## src/rtl/hazard_ctrl.sv

```systemverilog
`default_nettype none
// ============================================================================
// Module      : hazard_ctrl
// Description : Hazard and sequencing controller for the 5-stage RISC-V core.
//               Owns every Stall/Flush of the F/D, D/E, E/M and M/W pipeline
//               registers, computes E-stage operand forwarding, sequences
//               variable-latency data-memory accesses (req/ready with a
//               timeout), fixed-latency mul/div in E, load-use and branch
//               hazards, and counts stalled fetch cycles.
// Revision    : 1.0 - initial release
// ============================================================================
module hazard_ctrl #(
    parameter int MUL_LAT     = 4,
    parameter int MEM_TIMEOUT = 255
) (
    input  logic        clk,
    input  logic        rst,
    input  logic [4:0]  Rs1D,
    input  logic [4:0]  Rs2D,
    input  logic [4:0]  Rs1E,
    input  logic [4:0]  Rs2E,
    input  logic [4:0]  RdE,
    input  logic [4:0]  RdM,
    input  logic [4:0]  RdW,
    input  logic        RegWriteM,
    input  logic        RegWriteW,
    input  logic        LoadE,
    input  logic        PCSrcE,
    input  logic        MulDivE,
    input  logic        MemAccessM,
    input  logic        mem_ready,
    output logic        mem_req,
    output logic        StallF,
    output logic        StallD,
    output logic        StallE,
    output logic        StallM,
    output logic        FlushD,
    output logic        FlushE,
    output logic        FlushM,
    output logic        FlushW,
    output logic [1:0]  ForwardAE,
    output logic [1:0]  ForwardBE,
    output logic        mem_timeout,
    output logic [15:0] stall_count
);

    // Mul/div cycle counter width; one extra bit so MUL_LAT-1 always fits.
    localparam int            CW        = $clog2(MUL_LAT) + 1;
    localparam logic [CW-1:0] C_MD_LAST = CW'(MUL_LAT - 1);
    localparam logic [7:0]    C_TO_LAST = 8'(MEM_TIMEOUT - 1);

    // Memory access FSM encoding.
    localparam logic [0:0] S_IDLE = 1'b0;
    localparam logic [0:0] S_WAIT = 1'b1;

    logic [0:0]    r_state;
    logic [0:0]    w_state_nxt;
    logic [7:0]    r_to_cnt;
    logic          r_timeout;
    logic [CW-1:0] r_md_cnt;
    logic [15:0]   r_stall_cnt;

    logic          w_memstall;
    logic          w_to_release;
    logic          w_mem_req_raw;
    logic          w_mdstall;
    logic          w_lustall;

    // ------------------------------------------------------------------------
    // Memory FSM
    // ------------------------------------------------------------------------

    // State register; reset aborts any outstanding access.
    always_ff @(posedge clk) begin
        if (rst) begin
            r_state <= S_IDLE;
        end else begin
            r_state <= w_state_nxt;
        end
    end

    // Next state: a miss parks in WAIT until ready or the timeout expires.
    always_comb begin
        w_state_nxt = r_state;
        case (r_state)
            S_IDLE: begin
                if (MemAccessM && !mem_ready) begin
                    w_state_nxt = S_WAIT;
                end
            end
            S_WAIT: begin
                if (mem_ready || (r_to_cnt == C_TO_LAST)) begin
                    w_state_nxt = S_IDLE;
                end
            end
            default: w_state_nxt = S_IDLE;
        endcase
    end

    // FSM outputs: memory stall, timeout release and raw request.
    always_comb begin
        w_memstall    = 1'b0;
        w_to_release  = 1'b0;
        w_mem_req_raw = 1'b0;
        case (r_state)
            S_IDLE: begin
                w_mem_req_raw = MemAccessM;
                w_memstall    = MemAccessM && !mem_ready;
            end
            S_WAIT: begin
                w_mem_req_raw = 1'b1;
                if (mem_ready) begin
                    w_memstall = 1'b0;
                end else if (r_to_cnt == C_TO_LAST) begin
                    // Give up: let the instruction go and squash its result.
                    w_to_release = 1'b1;
                end else begin
                    w_memstall = 1'b1;
                end
            end
            default: begin
                w_mem_req_raw = 1'b0;
            end
        endcase
    end

    // Timeout counter: zero on WAIT entry, counts each cycle spent in WAIT.
    always_ff @(posedge clk) begin
        if (rst) begin
            r_to_cnt <= 8'd0;
        end else if ((r_state == S_IDLE) && (w_state_nxt == S_WAIT)) begin
            r_to_cnt <= 8'd0;
        end else if ((r_state == S_WAIT) && (w_state_nxt == S_WAIT)) begin
            r_to_cnt <= r_to_cnt + 8'd1;
        end
    end

    // Sticky timeout flag, cleared only by reset.
    always_ff @(posedge clk) begin
        if (rst) begin
            r_timeout <= 1'b0;
        end else if (w_to_release) begin
            r_timeout <= 1'b1;
        end
    end

    // ------------------------------------------------------------------------
    // Mul/div sequencing and load-use detection
    // ------------------------------------------------------------------------

    assign w_mdstall = MulDivE && (r_md_cnt < C_MD_LAST);
    assign w_lustall = LoadE && (RdE != 5'd0) && ((RdE == Rs1D) || (RdE == Rs2D));

    // Mul/div cycle counter: frozen under a memory stall, cleared on advance.
    always_ff @(posedge clk) begin
        if (rst) begin
            r_md_cnt <= '0;
        end else if (w_mdstall && !w_memstall) begin
            r_md_cnt <= r_md_cnt + CW'(1);
        end else if (!StallM && !w_mdstall) begin
            r_md_cnt <= '0;
        end
    end

    // ------------------------------------------------------------------------
    // Stall / flush priority: memory, mul/div, branch, load-use
    // ------------------------------------------------------------------------

    // Resolve hazards in priority order; everything is quiet during reset.
    always_comb begin
        StallF  = 1'b0;
        StallD  = 1'b0;
        StallE  = 1'b0;
        StallM  = 1'b0;
        FlushD  = 1'b0;
        FlushE  = 1'b0;
        FlushM  = 1'b0;
        FlushW  = 1'b0;
        mem_req = 1'b0;
        if (!rst) begin
            mem_req = w_mem_req_raw;
            if (w_memstall) begin
                StallF = 1'b1;
                StallD = 1'b1;
                StallE = 1'b1;
                StallM = 1'b1;
                FlushW = 1'b1;
            end else if (w_mdstall) begin
                StallF = 1'b1;
                StallD = 1'b1;
                StallE = 1'b1;
                FlushM = 1'b1;
            end else if (PCSrcE) begin
                FlushD = 1'b1;
                FlushE = 1'b1;
            end else if (w_lustall) begin
                StallF = 1'b1;
                StallD = 1'b1;
                FlushE = 1'b1;
            end
            // A timed-out access advances but must not write back.
            if (w_to_release) begin
                FlushW = 1'b1;
            end
        end
    end

    // ------------------------------------------------------------------------
    // Forwarding: M has the newer value and wins over W
    // ------------------------------------------------------------------------

    // Select E-stage operand sources from in-flight writers.
    always_comb begin
        ForwardAE = 2'b00;
        ForwardBE = 2'b00;
        if (!rst) begin
            if (RegWriteM && (RdM != 5'd0) && (RdM == Rs1E)) begin
                ForwardAE = 2'b10;
            end else if (RegWriteW && (RdW != 5'd0) && (RdW == Rs1E)) begin
                ForwardAE = 2'b01;
            end
            if (RegWriteM && (RdM != 5'd0) && (RdM == Rs2E)) begin
                ForwardBE = 2'b10;
            end else if (RegWriteW && (RdW != 5'd0) && (RdW == Rs2E)) begin
                ForwardBE = 2'b01;
            end
        end
    end

    // ------------------------------------------------------------------------
    // Stall statistics
    // ------------------------------------------------------------------------

    // Saturating count of cycles with the fetch stage held.
    always_ff @(posedge clk) begin
        if (rst) begin
            r_stall_cnt <= 16'd0;
        end else if (StallF && (r_stall_cnt != 16'hFFFF)) begin
            r_stall_cnt <= r_stall_cnt + 16'd1;
        end
    end

    assign mem_timeout = r_timeout;
    assign stall_count = r_stall_cnt;

endmodule
`default_nettype wire

```

## config.mk

```make
export PLATFORM = sky130hd
export DESIGN_NAME = hazard_ctrl
export DESIGN_NICKNAME = d
export VERILOG_FILES = /design/src/rtl/hazard_ctrl.sv
export SDC_FILE = /design/constraint.sdc
export NUM_CORES = 1
export LEC_CHECK = 0
export CAP_MARGIN = 20
export CORE_UTILIZATION = 47
export DETAILED_ROUTE_END_ITERATION = 12
export GPL_TIMING_DRIVEN = 0
export PLACE_DENSITY_LB_ADDON = 0.1
export SLEW_MARGIN = 20
export SYNTH_ARGS = -nofsm -noshare
export SYNTH_HDL_FRONTEND = slang
export SYNTH_SLANG_ARGS = --single-unit
export TNS_END_PERCENT = 1
```

## constraint.sdc

```tcl
create_clock -name clk -period 4.99 [get_ports clk]
set_input_delay 0.499 -clock clk [delete_from_list [all_inputs] [get_ports clk]]
set_output_delay 0.499 -clock clk [all_outputs]
set_load 0.1 [all_outputs]
```

### Word level (Yosys, flattened, before mapping)

Index checks and enable logic that the tools add are counted.

* register bits after elaboration: 29
* bits in latches: 0
* memory bits (writable): 0
* memory bits (read-only): 0
* output and inout bits: 30
* logic and storage cells: 85
* memories: 0

* $add $sub $neg: 3
* $mul: 0
* divide/modulo/power cells: 0
* order comparisons: 1
* equal/unequal tests: 8
* shift-type cells: 0
* muxes and demuxes: 41
* bitwise logic cells: 1
* reductions and logical operators: 26

Operator list (count)
* $mux 1: 32
* $eq 5x5->1: 6
* $add 16x1->16 const B: 1
* $ne 16x16->1 const B: 1
* $logic_and 1x1->1: 15
* $reduce_bool 5->1: 3
* $add 8x1->8 const B: 1
* $eq 8x8->1 const B: 1
* $mux 2: 4
* $mux 3: 2
* $pmux 1 s2: 3
* $logic_not 1->1: 4
* $add 3x1->3 const B: 1
* $lt 3x2->1 const B: 1
* $logic_or 1x1->1: 2
* $reduce_bool 2->1: 1
* $reduce_or 2->1: 1
* $not 1->1: 1

### Longest topological paths before layout

* depth after elaboration: 10
* depth in mapped cells: 10

### Worst setup path before layout

OpenSTA, ideal clock, no wires.

* path type: input port to output port
* start point: input RdM[1]
* end point: output ForwardAE[0]
* arrival: 4.355 ns
* data required time: 4.491 ns
* setup slack: 0.136 ns
* cell stages on the path: 4
* cells stage by stage: or4_1 o21ai_0 nor3_1 nor4_1

* cells in the longest elaborated chain, start to end: 5
* elaborated cells on any way between the ends: 6
* those cells by class: eq/ne (1); mux (2); reduce/logical (3)

Ends and longest elaborated chain
* from (decl): line 23 `input logic [4:0] RdM,`
* $reduce_bool 5->1: line 217 `if (RegWriteM && (RdM != 5'd0) && (RdM == Rs1E)) begin`
* $logic_and 1x1->1: line 217
* $logic_and 1x1->1 *: line 217
* $mux 2 *: line 217
* $mux 2 *: line 216 `if (!rst) begin`
* to (decl): line 41 `output logic [1:0] ForwardAE,`

Mark *: on every way between the ends. The rest lies on a longest branch, timed or not.

### Worst setup path in the final report

Ends and elaborated chain as after synthesis.

==> results by stage <==
Clock network:
- The clock-pin slew of the registers on the worst-case setup and hold paths is around 60 ps.
- The CTS H-tree depth is 2.
- The clock latency on the worst-skew pair is 280 ps.
- The TritonCTS sink count is 29.
- The clock tree from TritonCTS is done.
- CTS placed an instance of sky130_fd_sc_hd__clkbuf_8 at the clock tree root.
- Once the clock tree was built, the setup fixing pass inserted 0 buffers.
- Clock tree synthesis inserted a total of 5 buffers.
- Post-CTS repair changed the size of 0 cells.
- The number of hold-repair buffers added at the cts stage is 0.
- The maximum clock path buffer count is 2.

Placement:
- After legalization and detailed placement, the total HPWL measured between 3000 and 4000 um.
- The final weighted congestion in routability-driven placement is between 0.8 and 0.9.
- Once placement finished, the instance area stood at around 2700 um^2.
- Buffers placed on the I/O ports in this run total 73.
- The cell count after placement is approximately 340.

Yosys:
- When the netlist entered floorplanning its net count stood at 268.
- Synthesis handed over a netlist of 220 instances.
- After synthesis, the mean cell area works out to 8.63 um^2.
- The most frequently used flop master after synthesis is sky130_fd_sc_hd__dfxtp_1.
- Sequential cells were found to cover 30.6% of the synthesized design area.
- The share of synthesized flip-flops with an asynchronous set or reset is 0%.
- In this run the cell area of the synthesized design comes to between 1500 and 2000 um^2.
- Synthesis instantiated 48 different standard cells from the library.
- Counting flops with a built-in enable in the synthesized netlist gives 0.
- The register bit count reported by yosys is 29.
- The Yosys step of the flow raised 0 warnings.

STA:
- The total count of hold-check failures in the final report came to 0.
- Based on the critical path, the design can be clocked at up to approximately 250 MHz.
- Summed over all failing endpoints, the final setup total negative slack is 0 ps.
- Setup repair after global routing left no endpoint under its margin.
- For the pin with the worst max-slew slack, the measured transition is 1000 ps.
- On the final layout, the worst clock skew is slightly above 3 ps.
- The count of pins over their slew limit is 0.
- The final cycle utilization of the critical path is ~80%.
- The relative max-transition margin is 32.9%.
- After layout, the minimum clock period comes to just under 4000 ps.
- Setup violations remaining at the end of the flow were counted as 0.

Setup path:
- The largest incremental delay on the critical path is approximately 1200 ps.
- Of all nets on the critical path, the largest fanout is 4.
- By startpoint and endpoint, the worst setup path is classified as in2out.
- The worst setup path is launched from an input pin.
- The data arrival at the endpoint of the critical path is ~3500 ps.
- The library cell contributing the largest single delay on the critical path is sky130_fd_sc_hd__clkdlybuf4s50_1.
- The worst path required time is roughly 4500 ps.
- The critical path goes through clkdlybuf4s50_1 > or4_1 > o21ai_0 > nor3_1 > nor4_1 > clkdlybuf4s50_1.
- The most common cell type on the critical path is sky130_fd_sc_hd__clkdlybuf4s50_1.
- The sort of element at the end of the critical path is an output port.

Global routing:
- The initial antenna violation count is 0.
- Entering global routing, the biggest net connects 11 pins.
- Global routing used a little under a quarter of the available tracks.
- The via count of the first global-routing pass is 1721.
- The global-route congestion overflow total is 0.
- The global-route wire length before repair is 7690 um.

Cells and area:
- The layout cell share with drive strength beyond 1 is under 10%.
- Cells fill 74.6% of the core in the end.
- The count of filler cells inserted in the layout is ~290.
- Leaving out fill and tap cells, the most frequent cell in the layout is sky130_fd_sc_hd__clkdlybuf4s50_1.
- The final instance count without filler cells is around 350.
- For this run, the post-layout net count is roughly 350.
- 0 antenna diodes ended up in the layout.
- The area used by multi-input combinational logic is approximately 1300 um^2.
- After routing the design area is 2810 um^2.
- The synthesis-to-finish area growth is 48.0%.
- The sequential cell area in the final layout is 581 um^2.
- The top cell types in the final layout, fill and taps aside, are 73 x sky130_fd_sc_hd__clkdlybuf4s50_1, 29 x sky130_fd_sc_hd__dfxtp_1, 27 x sky130_fd_sc_hd__xor2_1.

Pwr:
- Summed over all nets, the switching power comes to ~0.19 mW.
- Sequential cells burn a little under two fifths of the power.
- The clock network fraction of total power is about two fifths.
- Net switching is approximately 29% of the power.
- The power after layout is about 0.65 mW.
- Power spread over the standard cell area amounts to between 200 and 250 nW/um^2.
- The internal cell power is roughly 0.46 mW.
- The maximum vdd ir drop is 0.000134 V.
- In this run, the combinational gates consume about a quarter of the power.
- The total leakage power is 1.03 nW.

Drt:
- The routed design has between 4000 and 5000 um of wire.
- For this run, the detailed router's first-pass iteration total came to 4.
- Dividing the detail-routed wire length by the instance count gives 13.7 um.
- The detailed-route DRC error count is 0.
- Once detail routing completed, the nets flagged for antenna violations numbered 0.
- The DRC marker count from the first detailed-route iteration is 103.
- Detailed routing inserted a total of 1945 vias.
- The per-cell via count in the routed design is 5.57.

Run status:
- The run finished with clean final reports.

Floorplanning:
- The total area inside the core boundary comes to 3770 um^2.
- The die is between 60 and 70 um tall.
- The initialized floorplan defines 22 standard-cell rows.
- From left edge to right edge, the die measures 65.6 um.
- Once the floorplan was initialized, standard cells occupied between 50% and 60% of the core.
- The floorplan step defined a die boundary enclosing between 4000 and 5000 um^2.
- Pin placement for this block handled between 70 and 80 I/O pins.

Flow run:
- The max-cap violation count is 0.

Min path:
- The class of the tightest hold or removal check is reg2reg.
routing by layer:
metal | part of all wire [%] | vias up | routed length (um) | track usage, %
li1 | - | 976 | - | -
met1 | 45 | 902 | 2140 | 29.7
met2 | 48 | 60 | 2300 | 36.3
met3 | 6.4 | 7 | 306 | 6.77
met4 | 0.96 | 0 | 46 | 8.97
met5 | 0 | - | 0 | 0
registers in the layout, indices dropped and copies added (netlist names):
name,flops
stall_count,16
r_state,1
r_to_cnt,8
r_md_cnt,3
mem_timeout,1
synthesized netlist by cell type (3+ instances only):
cell type,n,share of area (%)
sky130_fd_sc_hd__nor4_2,3,2.0
sky130_fd_sc_hd__o311ai_1,3,1.4
sky130_fd_sc_hd__nand2_1,10,2.0
sky130_fd_sc_hd__nor2b_1,5,1.6
sky130_fd_sc_hd__nor4_1,4,1.3
sky130_fd_sc_hd__nor3_1,5,1.3
sky130_fd_sc_hd__inv_1,4,0.79
sky130_fd_sc_hd__mux2_1,3,1.8
sky130_fd_sc_hd__or4_1,8,3.2
sky130_fd_sc_hd__a21oi_1,6,1.6
sky130_fd_sc_hd__nor2_1,21,4.2
sky130_fd_sc_hd__and2_1,5,1.6
sky130_fd_sc_hd__nand4_1,7,2.3
sky130_fd_sc_hd__dfxtp_1,29,31
sky130_fd_sc_hd__o21ai_0,3,0.79
sky130_fd_sc_hd__ha_1,4,2.6
sky130_fd_sc_hd__nand3_1,13,3.4
sky130_fd_sc_hd__o41ai_1,6,2.8
sky130_fd_sc_hd__and3_1,5,1.6
sky130_fd_sc_hd__clkbuf_1,4,0.79
sky130_fd_sc_hd__xnor2_1,11,5.1
sky130_fd_sc_hd__xor2_1,27,12
logic make-up (layout without fill, tap and decap cells):
family	after synthesis	count (layout)	share of synthesized area, %
AND/OR/NAND/NOR	97	97	29.4
AO/OA/AOI/OAI	31	31	12.0
adder cells (fa/ha/maj)	4	4	2.64
XOR/XNOR	38	38	17.5
buffers and inverters	14	95	3.82
multiplexers	7	7	4.02
flip-flops	29	29	30.6
through the flow:
step	hold slack (ps)	worst slack, ps
CTS	467	1010
detailed placement	452	995
global route	476	904
finish	464	1010
global placement	447	1030
floorplan	440	136
worst paths after layout:
kind                                          startpoint  slack, ps  cells after the start                     endpoint
worst max-delay path                              RdM[1]       1010                      6                 ForwardAE[0]
worst min-delay path            mem_timeout$_SDFFE_PP0P_        460                      1     mem_timeout$_SDFFE_PP0P_
worst max register to register  r_to_cnt[1]$_SDFFE_PP0P_       2610                      9  stall_count[5]$_SDFFE_PP0P_
worst min register to register  mem_timeout$_SDFFE_PP0P_        460                      1     mem_timeout$_SDFFE_PP0P_
critical path: cells and delay by family:
family / cells / cell delay (ps)
compound gates: 1 / 370
buf+inv: 2 / 1670
simple gates: 3 / 950
layout make-up:
class                   instances  area share, %
clock buffers                   7           3.07
flip-flops and latches         29           20.6
repair buffers                 73           26.0
multi-input cells             177           44.5
inverters                       6          0.801
clock inverters                 1           1.07
plain buffers                   8           1.78
well taps                      48           2.14
power by group through the flow:
stage               logic [mW]  registers (mW)  clock network, mW
floorplan               0.0858           0.254                  0
global placement         0.159           0.245                  0
CTS                      0.161           0.240              0.257
finish                   0.161           0.240              0.253
global route             0.171           0.240              0.269
detailed placement       0.161           0.245                  0
(Power assumes the default switching activity.)
